**config.mk**
```make
export PLATFORM = sky130hd
export DESIGN_NAME = apb_slave_regfile_flat
export DESIGN_NICKNAME = d
export VERILOG_FILES = /design/src/rtl/apb_slave_regfile_pkg.sv /design/src/rtl/apb_slave_regfile_if.sv /design/src/rtl/apb_slave_regfile_mem.sv /design/src/rtl/apb_slave_regfile.sv /design/src/flat_wrapper.sv
export SDC_FILE = /design/constraint.sdc
export NUM_CORES = 1
export LEC_CHECK = 0
export CAP_MARGIN = 5
export CORE_ASPECT_RATIO = 1.25
export CORE_MARGIN = 2
export CORE_UTILIZATION = 42
export CTS_CLUSTER_DIAMETER = 50
export DETAILED_ROUTE_END_ITERATION = 10
export GPL_ROUTABILITY_DRIVEN = 0
export GPL_TIMING_DRIVEN = 1
export SYNTH_ARGS = -nofsm -noshare
export SYNTH_HDL_FRONTEND = slang
export SYNTH_HIERARCHICAL = 1
export SYNTH_SLANG_ARGS = --single-unit
```
**constraint.sdc**
```tcl
create_clock -name PCLK -period 2 [get_ports PCLK]
set_input_delay 0.3 -clock PCLK [delete_from_list [all_inputs] [get_ports PCLK]]
set_output_delay 0.3 -clock PCLK [all_outputs]
set_load 0.005 [all_outputs]
```
**src/rtl/apb_slave_regfile_pkg.sv**
```systemverilog
// Shared types and helpers for the APB register-file slave.
// Lane count and index shift are derived from the data width.
package apb_pkg;

  localparam int MAX_WAIT = 15;

  typedef enum logic {
    IDLE,
    ACCESS
  } state_t;

  function automatic int strb_w(input int dw);
    return dw / 8;
  endfunction

  function automatic int idx_shift(input int dw);
    return $clog2(dw / 8);
  endfunction

endpackage

```
**src/rtl/apb_slave_regfile_if.sv**
```systemverilog
// APB bus bundle between master and register-file slave.
// Bus signals only; the clock and reset stay plain ports.
interface apb_slave_regfile_if #(
  parameter int ADDR_W = 32,
  parameter int DATA_W = 32
);

  logic                  PSEL;
  logic                  PENABLE;
  logic                  PWRITE;
  logic [ADDR_W-1:0]     PRWADDR;
  logic [DATA_W-1:0]     PRWDATA;
  logic [DATA_W/8-1:0]   PSTRB;
  logic [DATA_W-1:0]     PRDATA;
  logic                  PREADY;
  logic                  PSLVERR;

  modport master (
    output PSEL, PENABLE, PWRITE,
    output PRWADDR, PRWDATA, PSTRB,
    input  PRDATA, PREADY, PSLVERR
  );

  modport slave (
    input  PSEL, PENABLE, PWRITE,
    input  PRWADDR, PRWDATA, PSTRB,
    output PRDATA, PREADY, PSLVERR
  );

endinterface

```
**src/rtl/apb_slave_regfile_mem.sv**
```systemverilog
// DEPTH x DATA_W storage: byte-strobe write, async read.
// Out-of-range read indices return zero.
module apb_regfile_mem #(
  parameter int DATA_W = 32,
  parameter int DEPTH  = 16,
  parameter int IW     = 5
) (
  input  logic                clk,
  input  logic                clr,
  input  logic                we,
  input  logic [IW-1:0]       widx,
  input  logic [DATA_W-1:0]   wdata,
  input  logic [DATA_W/8-1:0] strb,
  input  logic [IW-1:0]       ridx,
  output logic [DATA_W-1:0]   rdata
);

  logic [DATA_W-1:0] mem [DEPTH];

  always_ff @(posedge clk) begin
    if (clr) begin
      for (int i = 0; i < DEPTH; i++) mem[i] <= '0;
    end else if (we) begin
      for (int b = 0; b < DATA_W/8; b++)
        if (strb[b]) mem[widx][b*8 +: 8] <= wdata[b*8 +: 8];
    end
  end

  assign rdata = (ridx < IW'(DEPTH)) ? mem[ridx] : '0;

endmodule

```
**src/rtl/apb_slave_regfile.sv**
```systemverilog
// APB slave with DEPTH-word register file, byte strobes,
// configurable wait states, error decode and clean abort.
module apb_slave_regfile
  import apb_pkg::*;
#(
  parameter int DATA_W      = 32,
  parameter int ADDR_W      = 32,
  parameter int DEPTH       = 16,
  parameter int WAIT_CYCLES = 0
) (
  input logic               PCLK,
  input logic               PRESET,
  apb_slave_regfile_if.slave bus
);

  localparam int SW = strb_w(DATA_W);
  localparam int SH = idx_shift(DATA_W);
  localparam int CW = (WAIT_CYCLES > 0) ? $clog2(WAIT_CYCLES + 1) : 1;
  localparam int IW = $clog2(DEPTH + 1);
  localparam logic [ADDR_W-1:0] AMASK = ADDR_W'((64'd1 << SH) - 64'd1);

  state_t            state, nxt;
  logic              capture;
  logic              wr_q;
  logic              err_q;
  logic [IW-1:0]     idx_q;
  logic [DATA_W-1:0] data_q;
  logic [SW-1:0]     strb_q;
  logic [CW-1:0]     cnt;
  logic [DATA_W-1:0] prdata_q;

  logic [ADDR_W-1:0] idx_full;
  logic              err;
  logic [DATA_W-1:0] rdata;
  logic              ready;
  logic              we;

  assign idx_full = bus.PRWADDR >> SH;
  assign err = ((bus.PRWADDR & AMASK) != '0)
            || (idx_full >= ADDR_W'(DEPTH));

  always_comb begin
    nxt     = state;
    capture = 1'b0;
    unique case (state)
      IDLE: begin
        if (bus.PSEL && !bus.PENABLE) begin
          capture = 1'b1;
          nxt     = ACCESS;
        end
      end
      ACCESS: begin
        if (!bus.PSEL || cnt == '0) nxt = IDLE;
      end
      default: nxt = IDLE;
    endcase
  end

  always_ff @(posedge PCLK) begin
    if (!PRESET) begin
      state    <= IDLE;
      wr_q     <= 1'b0;
      err_q    <= 1'b0;
      idx_q    <= '0;
      data_q   <= '0;
      strb_q   <= '0;
      cnt      <= '0;
      prdata_q <= '0;
    end else begin
      state <= nxt;
      if (capture) begin
        wr_q     <= bus.PWRITE;
        err_q    <= err;
        idx_q    <= idx_full[IW-1:0];
        data_q   <= bus.PRWDATA;
        strb_q   <= bus.PSTRB;
        cnt      <= CW'(WAIT_CYCLES);
        prdata_q <= err ? '0 : rdata;
      end else if (state == ACCESS && cnt != '0 && bus.PSEL) begin
        cnt <= cnt - CW'(1);
      end
    end
  end

  assign ready = (state == ACCESS) && (cnt == '0) && bus.PSEL;
  assign we    = ready && wr_q && !err_q;

  assign bus.PREADY  = ready;
  assign bus.PSLVERR = ready && err_q;
  assign bus.PRDATA  = prdata_q;

  apb_regfile_mem #(
    .DATA_W (DATA_W),
    .DEPTH  (DEPTH),
    .IW     (IW)
  ) u_mem (
    .clk   (PCLK),
    .clr   (!PRESET),
    .we    (we),
    .widx  (idx_q),
    .wdata (data_q),
    .strb  (strb_q),
    .ridx  (idx_full[IW-1:0]),
    .rdata (rdata)
  );

endmodule

```
**src/flat_wrapper.sv**
```systemverilog
// flat-port wrapper written by rule: the top's interface ports become plain ports
module apb_slave_regfile_flat import apb_pkg::*;
#(
  parameter int DATA_W      = 32,
  parameter int ADDR_W      = 32,
  parameter int DEPTH       = 16,
  parameter int WAIT_CYCLES = 0
)
  (PCLK, PRESET, bus_PSEL, bus_PENABLE, bus_PWRITE, bus_PRWADDR, bus_PRWDATA, bus_PSTRB, bus_PRDATA, bus_PREADY, bus_PSLVERR);
  apb_slave_regfile_if #(.ADDR_W(ADDR_W), .DATA_W(DATA_W)) bus_i ();
  input logic PCLK;
  input logic PRESET;
  input wire logic [$bits(bus_i.PSEL)-1:0] bus_PSEL;
  input wire logic [$bits(bus_i.PENABLE)-1:0] bus_PENABLE;
  input wire logic [$bits(bus_i.PWRITE)-1:0] bus_PWRITE;
  input wire logic [$bits(bus_i.PRWADDR)-1:0] bus_PRWADDR;
  input wire logic [$bits(bus_i.PRWDATA)-1:0] bus_PRWDATA;
  input wire logic [$bits(bus_i.PSTRB)-1:0] bus_PSTRB;
  output wire logic [$bits(bus_i.PRDATA)-1:0] bus_PRDATA;
  output wire logic [$bits(bus_i.PREADY)-1:0] bus_PREADY;
  output wire logic [$bits(bus_i.PSLVERR)-1:0] bus_PSLVERR;
  assign bus_i.PSEL = bus_PSEL;
  assign bus_i.PENABLE = bus_PENABLE;
  assign bus_i.PWRITE = bus_PWRITE;
  assign bus_i.PRWADDR = bus_PRWADDR;
  assign bus_i.PRWDATA = bus_PRWDATA;
  assign bus_i.PSTRB = bus_PSTRB;
  assign bus_PRDATA = bus_i.PRDATA;
  assign bus_PREADY = bus_i.PREADY;
  assign bus_PSLVERR = bus_i.PSLVERR;
  apb_slave_regfile #(.DATA_W(DATA_W), .ADDR_W(ADDR_W), .DEPTH(DEPTH), .WAIT_CYCLES(WAIT_CYCLES)) u_core (.PCLK(PCLK), .PRESET(PRESET), .bus(bus_i));
endmodule
```
==> results of run 1 <==
final cells by class:
class	count	area (um2)	area share, %
clock inverter	16	134	0.393
timing repair buffer	337	3430	10.0
inverter	3	13.8	0.0404
clock buffer	93	1730	5.06
tap	848	1060	3.11
multi-input combinational	1375	10800	31.8
sequential	588	16900	49.6
placed cells by master, fill, tap and decap left out, types with 41 or more instances in the layout:
master and instances:
sky130_fd_sc_hd__nand2_1 146, sky130_fd_sc_hd__or2_4 64, sky130_fd_sc_hd__edfxtp_1 512, sky130_fd_sc_hd__clkbuf_16 61, sky130_fd_sc_hd__clkdlybuf4s50_1 101, sky130_fd_sc_hd__a22oi_1 106
sky130_fd_sc_hd__a21oi_1 41, sky130_fd_sc_hd__and2_4 294, sky130_fd_sc_hd__nor2_4 57, sky130_fd_sc_hd__buf_6 46, sky130_fd_sc_hd__and2_1 219, sky130_fd_sc_hd__dfxtp_1 75
sky130_fd_sc_hd__mux2i_1 238, sky130_fd_sc_hd__nand3_1 70, sky130_fd_sc_hd__buf_4 149
metal layers:
metal	vias to the layer above	track usage [%]	routed length (um)
li1	8097	-	-
met1	8791	28.5	30800
met2	571	39.9	38100
met3	160	3.10	3950
met4	0	8.32	2820
met5	-	0	0
path summary, 6_finish.rpt:
check | to | depth (start not counted) | from | slack, ns
hold reg to reg | u_core/data_q[7]$_SDFFE_PN0P_ | 2 | u_core/data_q[7]$_SDFFE_PN0P_ | 0.46
hold / removal | u_core/data_q[5]$_SDFFE_PN0P_ | 3 | bus_PRWDATA[5] | 0.23
setup / recovery | u_core/u_mem/mem[9][19]$_SDFFCE_PN0P_ | 10 | u_core/state$_SDFF_PN0_ | -0.03
setup reg to reg | u_core/u_mem/mem[9][19]$_SDFFCE_PN0P_ | 10 | u_core/state$_SDFF_PN0_ | -0.03
through the flow:
stage / utilization, % / hold slack [ns] / std cells / TNS (ns)
5_1_grt: 53.2 / 0.218 / 3260 / -45.54
3_5_place_dp: 47.7 / 0.448 / 3138 / -409.54
2_1_floorplan: - / 0.432 / 2102 / -1.30
6_report: 53.2 / 0.227 / 3260 / -2.60
4_1_cts: 51.6 / 0.203 / 3256 / -6.48
3_3_place_gp: 47.7 / 0.447 / 3138 / -396.86
power breakdown:
part | internal (W) | leakage (nW) | switching [W]
Sequential | 0.0137 | 5.92 | 0.000207
Clock | 0.00614 | 0.904 | 0.00460
Combinational | 0.000866 | 6.29 | 0.00124
Total | 0.0207 | 13.1 | 0.00605
tightest hold or removal path, delay by kind of cell:
| kind | cells | cell delay (ns) |
|---|---|---|
| AOI/OAI and AO/OA | 1 | 0.05 |
| and+or+nand+nor | 1 | 0.05 |
| buffers and inverters | 1 | 0.40 |
sequential cells by signal, summed over array words and instances, names as in the netlist:
name / cells
u_core/bus.PRDATA: 32
u_core/cnt: 1
u_core/data_q: 32
u_core/err_q: 1
u_core/idx_q: 4
u_core/state: 1
u_core/strb_q: 4
u_core/u_mem/mem: 512
u_core/wr_q: 1
timing repair:
item | in CTS | in global routing
setup endpoints to repair | 1020 | 1036
pin swaps | 64 | 75
cloned | 4 | 0
resized for setup | 141 | 352
buffers inserted | 5 | 4
==> report_table.html, run 1 <==
<table>
<tr><th>Metric</th><th>Value</th></tr>
<tr><th colspan="2">STA</th></tr>
<tr><td>Worst-case setup margin in the final layout</td><td>-0.0333 ns</td></tr>
<tr><td>Maximum clock frequency</td><td>492 MHz</td></tr>
<tr><td>Number of hold-slack violations in the final timing report</td><td>0</td></tr>
<tr><td>Final setup viols</td><td>244</td></tr>
<tr><td>Final critical path time including I/O delays and setup</td><td>2.03 ns</td></tr>
<tr><td>Worst relative slew slack</td><td>40.8%</td></tr>
<tr><td>Unrepaired setup endpoints after global routing</td><td>true</td></tr>
<tr><td>Clk_skew</td><td>0.0229 ns</td></tr>
<tr><td>Slew @ Worst Pin</td><td>0.887 ns</td></tr>
<tr><td>Fraction of the cycle the final worst path needs</td><td>102%</td></tr>
<tr><td>Final number of max-transition violations</td><td>0</td></tr>
<tr><th colspan="2">Power and ir drop</th></tr>
<tr><td>Reported leakage power</td><td>13.1 nW</td></tr>
<tr><td>PwrDens</td><td>784 nW/um2</td></tr>
<tr><td>IR drop worst, VDD</td><td>0.624 mV</td></tr>
<tr><td>Final total power</td><td>0.0267 W</td></tr>
<tr><th colspan="2">GRT</th></tr>
<tr><td>Initial antenna violation count</td><td>0</td></tr>
<tr><td>Congestion Overflow GR</td><td>0</td></tr>
<tr><td>Pin count of the biggest net entering global routing</td><td>67</td></tr>
<tr><td>First-pass GRT wire length</td><td>113000 um</td></tr>
<tr><td>Tot GR Track Use</td><td>22.7%</td></tr>
<tr><td>Number of global-route vias before repair</td><td>18100</td></tr>
<tr><th colspan="2">Final layout</th></tr>
<tr><td>Fill cell instance count of the final layout</td><td>5387</td></tr>
<tr><td>Syn-to-layout area delta</td><td>25.7%</td></tr>
<tr><td>Cell area after layout</td><td>34100 um2</td></tr>
<tr><td>Fraction of layout cells with a size suffix above 1</td><td>33.4%</td></tr>
<tr><td>Net count reported at finish</td><td>2436</td></tr>
<tr><td>Diode count</td><td>0</td></tr>
<tr><th colspan="2">Clock tree</th></tr>
<tr><td># H-tree levels</td><td>2</td></tr>
<tr><td>Master cell of the clock root buffer</td><td>sky130_fd_sc_hd__clkbuf_16</td></tr>
<tr><td>Worst-skew pair later-pin latency</td><td>0.62 ns</td></tr>
<tr><td>Number of buffers created by CTS</td><td>58</td></tr>
<tr><td>Count of clock tree sinks</td><td>588</td></tr>
<tr><td>Clock buffer depth</td><td>3</td></tr>
<tr><td>TritonCTS clock tree</td><td>yes</td></tr>
<tr><td>Clock edge transition at the registers on the reported setup and hold paths</td><td>0.06 ns</td></tr>
<tr><td>Number of hold buffers added after cts</td><td>0</td></tr>
<tr><th colspan="2">Route</th></tr>
<tr><td>Final ANT Viol Nets</td><td>0</td></tr>
<tr><td>Total via count after detailed routing</td><td>17600</td></tr>
<tr><td>Number of iterations in the first detailed-routing pass</td><td>5</td></tr>
<tr><td>Drt wl/cell</td><td>23.2 um</td></tr>
<tr><td>Final wirelength</td><td>75600 um</td></tr>
<tr><td>Residual DRC</td><td>0</td></tr>
<tr><td>Initial DRC count</td><td>1349</td></tr>
<tr><td>Via count normalized by instance count</td><td>5.40</td></tr>
<tr><th colspan="2">Critical path</th></tr>
<tr><td>Largest driver fanout on the critical path</td><td>8</td></tr>
<tr><td>Worst setup SP type</td><td>flip-flop</td></tr>
<tr><td>Kind of cell with the highest combined delay on the critical path</td><td>simple AND/OR/NAND/NOR gates</td></tr>
<tr><td>CP arrival</td><td>2.40 ns</td></tr>
<tr><td>Cell-by-cell trace of the critical path</td><td>nor2b_4 -&gt; and2_4 -&gt; and3b_1 -&gt; and2b_2 -&gt; buf_12 -&gt; nand2_8 -&gt; buf_12 -&gt; nor2_4 -&gt; buf_4 -&gt; and2_1</td></tr>
<tr><td>Endpoint type of the worst setup path</td><td>flip-flop</td></tr>
<tr><td>Worst path slowest cell</td><td>sky130_fd_sc_hd__dfxtp_2</td></tr>
<tr><td>Required time of the worst setup path</td><td>2.36 ns</td></tr>
<tr><td>Largest stage delay on the critical path</td><td>0.32 ns</td></tr>
<tr><td>Count of buffer and inverter cells on the critical path</td><td>3</td></tr>
<tr><td>Crit Path Class</td><td>flip-flop to flip-flop</td></tr>
<tr><td>Cell repeated most along the worst path</td><td>sky130_fd_sc_hd__buf_12</td></tr>
<tr><th colspan="2">Floorplanning</th></tr>
<tr><td>DIE HEIGHT</td><td>288 um</td></tr>
<tr><td>Initial core utilization</td><td>42.3%</td></tr>
<tr><td>Full die area</td><td>66600 um2</td></tr>
<tr><td>Area of the placeable core</td><td>64200 um2</td></tr>
<tr><td>I/O pin total</td><td>107</td></tr>
<tr><td>Standard-cell rows</td><td>104</td></tr>
<tr><td>Chip width</td><td>231 um</td></tr>
<tr><th colspan="2">Synth</th></tr>
<tr><td>Warning count from the yosys run</td><td>6</td></tr>
<tr><td>Syn Area/Cell</td><td>12.9 um2</td></tr>
<tr><td>Instance count of the mapped netlist</td><td>2102</td></tr>
<tr><td>Post-synth net total</td><td>2175</td></tr>
<tr><td>Area of the mapped netlist</td><td>27100 um2</td></tr>
<tr><th colspan="2">Status</th></tr>
<tr><td>Failing checks</td><td>negative setup slack</td></tr>
<tr><td>Run status</td><td>finished with violations</td></tr>
<tr><th colspan="2">Place</th></tr>
<tr><td>Hpwl dp</td><td>50500 um</td></tr>
<tr><td>Count of input and output buffers</td><td>106</td></tr>
<tr><td>Placement-stage cell area</td><td>30600 um2</td></tr>
<tr><td>Dpl ws</td><td>-0.682 ns</td></tr>
<tr><th colspan="2">Job</th></tr>
<tr><td>Max-Cap Viols</td><td>0</td></tr>
<tr><th colspan="2">Min path</th></tr>
<tr><td>HP Class</td><td>primary input to flip-flop</td></tr>
</table>
Note: power is estimated with default switching activity, not from simulation.
==> inputs of run 2 (changes only) <==
--- a/config.mk
+++ b/config.mk
@@ -8,11 +8,12 @@
 export CAP_MARGIN = 5
 export CORE_ASPECT_RATIO = 1.25
 export CORE_MARGIN = 2
-export CORE_UTILIZATION = 42
+export CORE_UTILIZATION = 55
 export CTS_CLUSTER_DIAMETER = 50
 export DETAILED_ROUTE_END_ITERATION = 10
 export GPL_ROUTABILITY_DRIVEN = 0
 export GPL_TIMING_DRIVEN = 1
+export PLACE_DENSITY = 0.76
 export SYNTH_ARGS = -nofsm -noshare
 export SYNTH_HDL_FRONTEND = slang
 export SYNTH_HIERARCHICAL = 1
==> report_table.html, run 2 (synthesized netlist as in run 1, its figures left out) <==
<table>
<tr><th>Metric</th><th>Value</th></tr>
<tr><th colspan="2">Status</th></tr>
<tr><td>Run status</td><td>complete, no violations (was finished with violations)</td></tr>
<tr><th colspan="2">STA</th></tr>
<tr><td>Worst hold slack across all endpoints</td><td>0.177 ns (was 0.227 ns)</td></tr>
<tr><td>Fraction of the cycle the final worst path needs</td><td>99.2% (was 102%)</td></tr>
<tr><td>Clk_skew</td><td>0.0110 ns (was 0.0229 ns)</td></tr>
<tr><td>Number of hold-slack violations in the final timing report</td><td>0 (unchanged)</td></tr>
<tr><td>Unrepaired setup endpoints after global routing</td><td>true (unchanged)</td></tr>
<tr><td>Slew @ Worst Pin</td><td>0.837 ns (was 0.887 ns)</td></tr>
<tr><td>Maximum clock frequency</td><td>504 MHz (was 492 MHz)</td></tr>
<tr><td>Worst relative slew slack</td><td>44.2% (was 40.8%)</td></tr>
<tr><td>Final setup viols</td><td>0 (was 244)</td></tr>
<tr><td>Final critical path time including I/O delays and setup</td><td>1.98 ns (was 2.03 ns)</td></tr>
<tr><td>Final number of max-transition violations</td><td>0 (unchanged)</td></tr>
<tr><th colspan="2">Critical path</th></tr>
<tr><td>CP arrival</td><td>2.29 ns (was 2.40 ns)</td></tr>
<tr><td>Worst-case reg-to-reg path depth</td><td>8 (was 10)</td></tr>
<tr><td>Start point of the critical path</td><td>u_core/state$_SDFF_PN0_ (unchanged)</td></tr>
<tr><td>Largest driver fanout on the critical path</td><td>8 (unchanged)</td></tr>
<tr><td>Worst reg-to-reg setup slack</td><td>0.02 ns (was -0.03 ns)</td></tr>
<tr><td>Worst R2R End</td><td>u_core/u_mem/mem[12][30]$_SDFFCE_PN0P_ (was u_core/u_mem/mem[9][19]$_SDFFCE_PN0P_)</td></tr>
<tr><td>Endpoint type of the worst setup path</td><td>flip-flop (unchanged)</td></tr>
<tr><td>Crit Path Class</td><td>flip-flop to flip-flop (unchanged)</td></tr>
<tr><td>R2R Path Start</td><td>u_core/state$_SDFF_PN0_ (unchanged)</td></tr>
<tr><td>Required time of the worst setup path</td><td>2.31 ns (was 2.36 ns)</td></tr>
<tr><td>Crit path capture</td><td>u_core/u_mem/mem[12][30]$_SDFFCE_PN0P_ (was u_core/u_mem/mem[9][19]$_SDFFCE_PN0P_)</td></tr>
<tr><td>Worst setup SP type</td><td>flip-flop (unchanged)</td></tr>
<tr><th colspan="2">GRT</th></tr>
<tr><td>Global routing met1 resource utilization</td><td>32.7% (was 28.5%)</td></tr>
<tr><td>Pin count of the biggest net entering global routing</td><td>107 (was 67)</td></tr>
<tr><td>M2 GR Usage</td><td>48.4% (was 39.9%)</td></tr>
<tr><td>First-pass GRT wire length</td><td>104000 um (was 113000 um)</td></tr>
<tr><td>Initial antenna violation count</td><td>2 (was 0)</td></tr>
<tr><td>Congestion Overflow GR</td><td>0 (unchanged)</td></tr>
<tr><td>GR Util met3</td><td>4.67% (was 3.10%)</td></tr>
<tr><td>Number of global-route vias before repair</td><td>17900 (was 18100)</td></tr>
<tr><td>Tot GR Track Use</td><td>27.3% (was 22.7%)</td></tr>
<tr><td>Most heavily used metal layer in global routing</td><td>met2 (unchanged)</td></tr>
<tr><th colspan="2">Power and ir drop</th></tr>
<tr><td>Fraction of power consumed by the clock network</td><td>40.5% (was 40.2%)</td></tr>
<tr><td>Switching power share of the total</td><td>22.3% (was 22.6%)</td></tr>
<tr><td>PwrDens</td><td>825 nW/um2 (was 784 nW/um2)</td></tr>
<tr><td>IR drop worst, VDD</td><td>0.552 mV (was 0.624 mV)</td></tr>
<tr><td>Reported leakage power</td><td>12.4 nW (was 13.1 nW)</td></tr>
<tr><td>Switching power</td><td>0.00595 W (was 0.00605 W)</td></tr>
<tr><td>Total internal power</td><td>0.0207 W (about the same)</td></tr>
<tr><td>Combinational share of power</td><td>7.2% (was 7.9%)</td></tr>
<tr><td>Final total power</td><td>0.0267 W (about the same)</td></tr>
<tr><td>Proportion of power drawn by flip-flops and latches</td><td>52.3% (was 51.9%)</td></tr>
<tr><th colspan="2">Route</th></tr>
<tr><td>Via count normalized by instance count</td><td>5.83 (was 5.40)</td></tr>
<tr><td>Residual DRC</td><td>0 (unchanged)</td></tr>
<tr><td>Drt wl/cell</td><td>23.2 um (about the same)</td></tr>
<tr><td>Final ANT Viol Nets</td><td>0 (unchanged)</td></tr>
<tr><td>Final wirelength</td><td>70000 um (was 75600 um)</td></tr>
<tr><td>Number of iterations in the first detailed-routing pass</td><td>6 (was 5)</td></tr>
<tr><td>Total via count after detailed routing</td><td>17600 (about the same)</td></tr>
<tr><td>Initial DRC count</td><td>1485 (was 1349)</td></tr>
<tr><th colspan="2">Job</th></tr>
<tr><td>Max-Cap Viols</td><td>0 (unchanged)</td></tr>
<tr><th colspan="2">Final layout</th></tr>
<tr><td>Syn-to-layout area delta</td><td>19.2% (was 25.7%)</td></tr>
<tr><td>Biggest register</td><td>u_core/u_mem/mem (unchanged)</td></tr>
<tr><td>Multi-input combinational cell area</td><td>9800 um2 (was 10800 um2)</td></tr>
<tr><td>Commonest cells after routing, fill and taps aside</td><td>512 x sky130_fd_sc_hd__and2_1, 512 x sky130_fd_sc_hd__edfxtp_1, 238 x sky130_fd_sc_hd__mux2i_1, 165 x sky130_fd_sc_hd__buf_4, 146 x sky130_fd_sc_hd__nand2_1 (was 512 x sky130_fd_sc_hd__edfxtp_1, 294 x sky130_fd_sc_hd__and2_4, 238 x sky130_fd_sc_hd__mux2i_1, 219 x sky130_fd_sc_hd__and2_1, 149 x sky130_fd_sc_hd__buf_4)</td></tr>
<tr><td>Flip-flop count of the largest register, all copies and words added</td><td>512 (unchanged)</td></tr>
<tr><td>Total area of sequential cells</td><td>16900 um2 (about the same)</td></tr>
<tr><td>Fraction of layout cells with a size suffix above 1</td><td>20.0% (was 33.4%)</td></tr>
<tr><td>Fill cell instance count of the final layout</td><td>3490 (was 5387)</td></tr>
<tr><td>Net count reported at finish</td><td>2398 (was 2436)</td></tr>
<tr><th colspan="2">Min path</th></tr>
<tr><td>HP Class</td><td>primary input to flip-flop (unchanged)</td></tr>
<tr><th colspan="2">Floorplanning</th></tr>
<tr><td>Standard-cell rows</td><td>91 (was 104)</td></tr>
<tr><td>Initial core utilization</td><td>55.3% (was 42.3%)</td></tr>
<tr><td>DIE HEIGHT</td><td>252 um (was 288 um)</td></tr>
<tr><td>Full die area</td><td>51100 um2 (was 66600 um2)</td></tr>
<tr><td>Chip width</td><td>203 um (was 231 um)</td></tr>
<tr><td>Area of the placeable core</td><td>49100 um2 (was 64200 um2)</td></tr>
<tr><td>I/O pin total</td><td>107 (unchanged)</td></tr>
<tr><th colspan="2">Clock tree</th></tr>
<tr><td>Number of buffers created by CTS</td><td>55 (was 58)</td></tr>
<tr><td>Clock buffer depth</td><td>3 (unchanged)</td></tr>
<tr><td>Clock edge transition at the registers on the reported setup and hold paths</td><td>0.06 ns (about the same)</td></tr>
<tr><td>TritonCTS clock tree</td><td>yes (unchanged)</td></tr>
<tr><td>Master cell of the clock root buffer</td><td>sky130_fd_sc_hd__clkbuf_16 (unchanged)</td></tr>
<tr><td>Worst-skew pair later-pin latency</td><td>0.61 ns (was 0.62 ns)</td></tr>
<tr><td>Number of hold buffers added after cts</td><td>0 (unchanged)</td></tr>
<tr><td># H-tree levels</td><td>2 (unchanged)</td></tr>
<tr><td>Count of clock tree sinks</td><td>588 (unchanged)</td></tr>
<tr><th colspan="2">Place</th></tr>
<tr><td>Count of input and output buffers</td><td>106 (unchanged)</td></tr>
<tr><td>Hpwl dp</td><td>47200 um (was 50500 um)</td></tr>
</table>
[run 2: changes by cell type in the layout (fill, tap and decap cells not counted), moves of 42 or more]
cell / delta
sky130_fd_sc_hd__and2_1: +293
sky130_fd_sc_hd__and2_4: -293
sky130_fd_sc_hd__buf_6: -46
sky130_fd_sc_hd__nor2_2: +42
sky130_fd_sc_hd__nor2_4: -42
[run 2: routing by layer]
layer  part of all wire, %  vias to the layer above  wire length (um)
met4                   4.1                        0              2880
li1                      -                     8014                 -
met3                   7.5                      179              5220
met1                    37                     8628             26000
met5                     0                        -                 0
met2                    51                      786             35900
[run 2: through the flow]
step | setup TNS [ns] | setup slack, ns | instance area [um2] | cells | util [%]
after floorplan | -1.30 | -0.0189 | 27300 | 2102 | -
after global placement | -306.01 | -0.423 | 30200 | 2917 | 61.5
after detailed placement | -309.99 | -0.421 | 30200 | 2917 | 61.5
after CTS | 0 | 0.00669 | 32200 | 3020 | 65.6
after global routing | -2.45 | -0.0271 | 32300 | 3022 | 65.9
final | 0 | 0.0166 | 32300 | 3022 | 65.9
[run 2: how the worst min path moves through the flow]
stage                                        startpoint  depth (start not counted)                       endpoint  slack (ns)
after global placement    u_core/strb_q[2]$_SDFFE_PN0P_                          2  u_core/strb_q[2]$_SDFFE_PN0P_        0.45
after CTS                                bus_PRWADDR[2]                          4   u_core/idx_q[0]$_SDFFE_PN0P_        0.15
after global routing                     bus_PRWADDR[2]                          4   u_core/idx_q[0]$_SDFFE_PN0P_        0.17
after floorplan                u_core/wr_q$_SDFFE_PN0P_                          2       u_core/wr_q$_SDFFE_PN0P_        0.43
after detailed placement  u_core/strb_q[2]$_SDFFE_PN0P_                          2  u_core/strb_q[2]$_SDFFE_PN0P_        0.45
final                                    bus_PRWADDR[2]                          4   u_core/idx_q[0]$_SDFFE_PN0P_        0.18
[run 2: final cells by class]
class	count	share of cell area, %
Multi-Input combinational cell	1374	30.3
Tap cell	651	2.52
Clock inverter	34	1.15
Clock buffer	68	4.63
Inverter	3	0.0387
Sequential cell	588	52.3
Timing Repair Buffer	303	9.09
Antenna cell	1	0.00774
[run 2: power groups by stage]
stage	combinational, W	clock (W)	sequential, W
floorplan	0.00118	0	0.0140
global placement	0.00181	0	0.0142
detailed placement	0.00185	0	0.0142
CTS	0.00188	0.0109	0.0140
global route	0.00201	0.0113	0.0140
finish	0.00191	0.0108	0.0140
[run 2: worst max-delay path, stage by stage (launching register included)]
cell and delay (ns):
sky130_fd_sc_hd__dfxtp_2 0.33, sky130_fd_sc_hd__nor2b_4 0.15, sky130_fd_sc_hd__and2_4 0.15, sky130_fd_sc_hd__and3b_1 0.15, sky130_fd_sc_hd__and2b_4 0.24, sky130_fd_sc_hd__nand2_2 0.10, sky130_fd_sc_hd__buf_4 0.20, sky130_fd_sc_hd__nor2_2 0.14
sky130_fd_sc_hd__or2_4 0.21
[run 2: repair_timing]
item                                    4_1_cts  5_1_grt
gates resized for setup                      38       41
gates cloned                                  0        1
setup buffers                                 1        0
pin swaps                                     0        2
endpoints found under the setup margin      989      754
